File: src/rtl/serial_subtractor.sv
// Multi-cycle a - b - bin subtractor, BITS_PER_CYCLE bits per clock, LSB slice first.
// Define SERIAL_SUBTRACTOR_OVERFLOW_EN to add the signed-overflow output.
module serial_subtractor #(
    parameter int unsigned WIDTH          = 8,
    parameter int unsigned BITS_PER_CYCLE = 1
) (
    input  logic             clk,
    input  logic             rst,
    input  logic             start,
    input  logic [WIDTH-1:0] a,
    input  logic [WIDTH-1:0] b,
    input  logic             bin,
    output logic             busy,
    output logic             done,
    output logic [WIDTH-1:0] difference,
    output logic             borrow
`ifdef SERIAL_SUBTRACTOR_OVERFLOW_EN
    ,
    output logic             overflow
`endif
);

    localparam int unsigned K     = WIDTH / BITS_PER_CYCLE;
    localparam int unsigned CNT_W = $clog2(K + 1);

    initial begin
        if (WIDTH < 2) $fatal(1, "serial_subtractor: WIDTH must be >= 2");
        if (WIDTH % BITS_PER_CYCLE != 0)
            $fatal(1, "serial_subtractor: BITS_PER_CYCLE must divide WIDTH");
    end

    typedef enum logic [0:0] {StIdle, StRun} state_t;

    state_t                    state_q;
    logic [WIDTH-1:0]          a_q;
    logic [WIDTH-1:0]          b_q;
    logic                      c_q;
    logic [WIDTH-1:0]          acc_q;
    logic [CNT_W-1:0]          cnt_q;

    logic [BITS_PER_CYCLE-1:0] slice;
    logic                      chain;
    logic                      slice_bo;
    logic [WIDTH+BITS_PER_CYCLE-1:0] acc_wide;
    logic [WIDTH-1:0]          acc_next;
`ifdef SERIAL_SUBTRACTOR_OVERFLOW_EN
    logic                      msb_cin;
`endif

    // Ripple the borrow through this cycle's slice of full-subtractor cells.
    always_comb begin
        chain = c_q;
        slice = '0;
`ifdef SERIAL_SUBTRACTOR_OVERFLOW_EN
        msb_cin = 1'b0;
`endif
        for (int i = 0; i < int'(BITS_PER_CYCLE); i++) begin
            slice[i] = a_q[i] ^ b_q[i] ^ chain;
`ifdef SERIAL_SUBTRACTOR_OVERFLOW_EN
            if (i == int'(BITS_PER_CYCLE) - 1) msb_cin = chain;
`endif
            chain = (~a_q[i] & b_q[i]) | (~(a_q[i] ^ b_q[i]) & chain);
        end
        slice_bo = chain;
        // New slice enters at the top; after K cycles slice 0 sits at the LSB.
        acc_wide = {slice, acc_q};
        acc_next = acc_wide[WIDTH+BITS_PER_CYCLE-1:BITS_PER_CYCLE];
    end

    always_ff @(posedge clk or posedge rst) begin
        if (rst) begin
            state_q    <= StIdle;
            a_q        <= '0;
            b_q        <= '0;
            c_q        <= 1'b0;
            acc_q      <= '0;
            cnt_q      <= '0;
            busy       <= 1'b0;
            done       <= 1'b0;
            difference <= '0;
            borrow     <= 1'b0;
`ifdef SERIAL_SUBTRACTOR_OVERFLOW_EN
            overflow   <= 1'b0;
`endif
        end else begin
            done <= 1'b0;
            case (state_q)
                StIdle: begin
                    if (start) begin
                        a_q     <= a;
                        b_q     <= b;
                        c_q     <= bin;
                        acc_q   <= '0;
                        cnt_q   <= '0;
                        busy    <= 1'b1;
                        state_q <= StRun;
                    end
                end
                StRun: begin
                    a_q   <= a_q >> BITS_PER_CYCLE;
                    b_q   <= b_q >> BITS_PER_CYCLE;
                    c_q   <= slice_bo;
                    acc_q <= acc_next;
                    cnt_q <= cnt_q + 1'b1;
                    if (cnt_q == CNT_W'(K - 1)) begin
                        difference <= acc_next;
                        borrow     <= slice_bo;
`ifdef SERIAL_SUBTRACTOR_OVERFLOW_EN
                        overflow   <= msb_cin ^ slice_bo;
`endif
                        done       <= 1'b1;
                        busy       <= 1'b0;
                        state_q    <= StIdle;
                    end
                end
                default: state_q <= StIdle;
            endcase
        end
    end

endmodule

File: config.mk
export PLATFORM = sky130hd
export DESIGN_NAME = serial_subtractor
export DESIGN_NICKNAME = d
export VERILOG_FILES = /design/src/rtl/serial_subtractor.sv
export SDC_FILE = /design/constraint.sdc
export NUM_CORES = 1
export LEC_CHECK = 0
export ABC_CLOCK_PERIOD_IN_PS = 2200
export CAP_MARGIN = 20
export CORE_ASPECT_RATIO = 0.75
export CORE_MARGIN = 2
export CORE_UTILIZATION = 55
export CTS_BUF_LIST = sky130_fd_sc_hd__clkbuf_16
export DETAILED_ROUTE_END_ITERATION = 10
export GPL_TIMING_DRIVEN = 1
export PLACE_DENSITY = 0.83
export SLEW_MARGIN = 10
export SYNTH_ARGS = -nofsm -noshare
export SYNTH_HDL_FRONTEND = slang
export SYNTH_SLANG_ARGS = --single-unit
File: constraint.sdc
create_clock -name clk -period 2.2 [get_ports clk]
set_clock_uncertainty 0.2 [all_clocks]
set_input_delay 0.33 -clock clk [delete_from_list [all_inputs] [get_ports clk]]
set_output_delay 0.33 -clock clk [all_outputs]
set_load 0.1 [all_outputs]
==> reports/qor.yml <==
status: "finished clean"
slew_viol_final: 0
path_buf_inv: 1
ys_types: 20
drtAntennaViolNets: 0
final.min_clock_period_ns: 1.638
ir_worst_vdd_mv: 0.9071
antenna_found_initial: 0
dr.first_iter.drc_count: 101
crit_top_cell: "nand2_1"
postSynthCellCount: 171
clk_pin_slew_worst_paths_ns: 0.06
worst_ep_arrival_time_ns: 1.66
critical_path_depth: 5
cp_cell_sequence: "ha_1, nand4b_2, inv_2, nand2_1, nand2_1"
rr_worst_depth: 5
setup_viol: 0
multi_input_area_um2: 623.1
cts_max_level: 2
synth_seq_cells: 40
leakage_nw: 1.089
drt_wl_total_um: 3378
start_kind: "register"
start_util_pct: 58.19
power_density_nw_per_um2: 1635
cts_resized: 0
postSynthAreaPerCell_um2: 10.06
port_buffers: 30
fin_area_um2: 2181
grt_pass1_wl_um: 5630
area_delta_synth_final_pct: 26.76
fin_tns_setup_ns: 0
via_per_inst: 5.358
critPathCaptureType: "register"
die_area_um2: 3596
antenna_cells: 0
synth_warnings: 0
io_pins: 31
dr_total_vias: 1286
rows: 17
slew_headroom_pct: 67.68
max_freq_ghz: 0.6105
hold_viol: 0
post-route-drc-count: 0
core_um2: 2957
gp_congestion: 0.7279
synth-seq-area-share_pct: 58.18
cts_sinks: 40
seq_area_um2: 1001
numCtsBuffers: 5
cpLargestDelayFamily: "simple AND/OR/NAND/NOR gates"
first_pass_iters: 6
whs_ns: 0.2716
syn-cell-area_um2: 1720
cts_tree: "done"
syn-num-nets: 193
place_area_um2: 2009
dpl.hpwl_um: 2182
wl_per_cell_um: 14.08
cts_max_path_buffers: 2
layout_commonest_cell: "nand2_1"
critPathMaxStageDelay_ns: 0.38
rsz0062_at_grt: "no"
period_share_pct: 74.45
die_w_um: 68.58
first_global_vias: 1297
critical-path-slowest-cell: "dfrtp_1"
layout_common_cells: "57 x nand2_1, 40 x dfrtp_1, 24 x o21ai_0"
cp_max_fo: 11
cts_setup_buffers: 0
grt_max_degree: 41
clock_latency_ns: 0.28
cts_hold_buffers: 0
drive_above_1_share_pct: 13.37
path_class: "reg2reg"
worstMarginPinSlew_ns: 0.4847
clockRootBuffer: "clkbuf_16"
nets: 223
grt-ovfl-total: 0
grt_usage_pct: 22.39
required_ns: 2.22
die_h_um: 52.44
fillers: 183
drv_cap: 0
hold_path_class: "in2async"
## power by group
group / leakage (nW) / internal, mW / switching, mW
Combinational: 0.497 / 0.413 / 1.09
Sequential: 0.512 / 1.04 / 0.192
Clock: 0.0804 / 0.538 / 0.285
## worst min-delay path, stage by stage
cell and delay, ns:
clkdlybuf4s50_1 0.40, inv_1 0.05, buf_4 0.42
## Yosys cell counts (all sizes together)
master | count | area share, %
nand4 | 1 | 0.36
buf | 10 | 4.0
nor2 | 6 | 1.3
fa | 1 | 1.2
a21oi | 2 | 0.58
ha | 1 | 0.73
nand2 | 57 | 12
mux2i | 17 | 9.9
clkbuf | 1 | 0.29
nand4b | 1 | 0.87
a31o | 1 | 0.51
dfrtp | 40 | 58
o211a | 1 | 0.58
xnor2 | 1 | 0.51
o21ai | 25 | 7.3
inv | 6 | 1.3
## final cells by class
cell class / instances / area share (%)
multi-input cells: 114 / 28.57
repair buffers: 34 / 14.46
clock buffers: 5 / 5.737
inverters: 6 / 1.033
well taps: 38 / 2.180
clock inverters: 3 / 2.123
flip-flops and latches: 40 / 45.90
## final timing paths
kind / end / startpoint / slack (ns)
min reg2reg: cnt_q[3]$_DFFE_PP0P_ / cnt_q[3]$_DFFE_PP0P_ / 0.27
max in group asynchronous: busy$_DFFE_PP0P_ / rst / 1.19
max: difference[1]$_DFFE_PP0P_ / cnt_q[0]$_DFFE_PP0P_ / 0.56
min: difference[0]$_DFFE_PP0P_ / rst / 0.27
max reg2reg: difference[1]$_DFFE_PP0P_ / cnt_q[0]$_DFFE_PP0P_ / 0.56
min in group clk: cnt_q[3]$_DFFE_PP0P_ / cnt_q[3]$_DFFE_PP0P_ / 0.27
## cell families (layout without fill, tap and decap cells)
family                     Yosys count  in the layout  synth area share (%)
and+or+nand+nor                     65             65                 14.98
DFF                                 40             40                 58.18
AOI/OAI and AO/OA                   29             29                 8.946
muxes                               17             17                 9.891
buffers and inverters               17             48                 5.600
adders and majority gates            2              2                 1.891
xor gates and xnor gates             1              1                0.5092
## per-layer routing
layer	vias up	GRT usage, %	routed length [um]
li1	619	-	-
met1	620	26.67	1406
met2	39	36.38	1687
met3	8	8.172	200
met4	0	9.667	84
met5	-	0	0
## sequential cells by signal, summed over array words and instances (netlist names)
register	flops
b_q	8
busy	1
borrow	1
difference	8
cnt_q	4
done	1
state_q	1
acc_q	7
a_q	8
c_q	1
## metrics by stage
stage               instances  worst slack (ns)  util, %  total power [mW]
global route              240            0.4239    73.76             3.769
global placement          232            0.5418    67.96             2.660
detailed placement        232            0.4976    67.96             2.733
floorplan                 171            0.7524        -             2.401
CTS                       240            0.5588    73.76             3.583
finish                    240            0.5620    73.76             3.566
(Power assumes the default switching activity.)
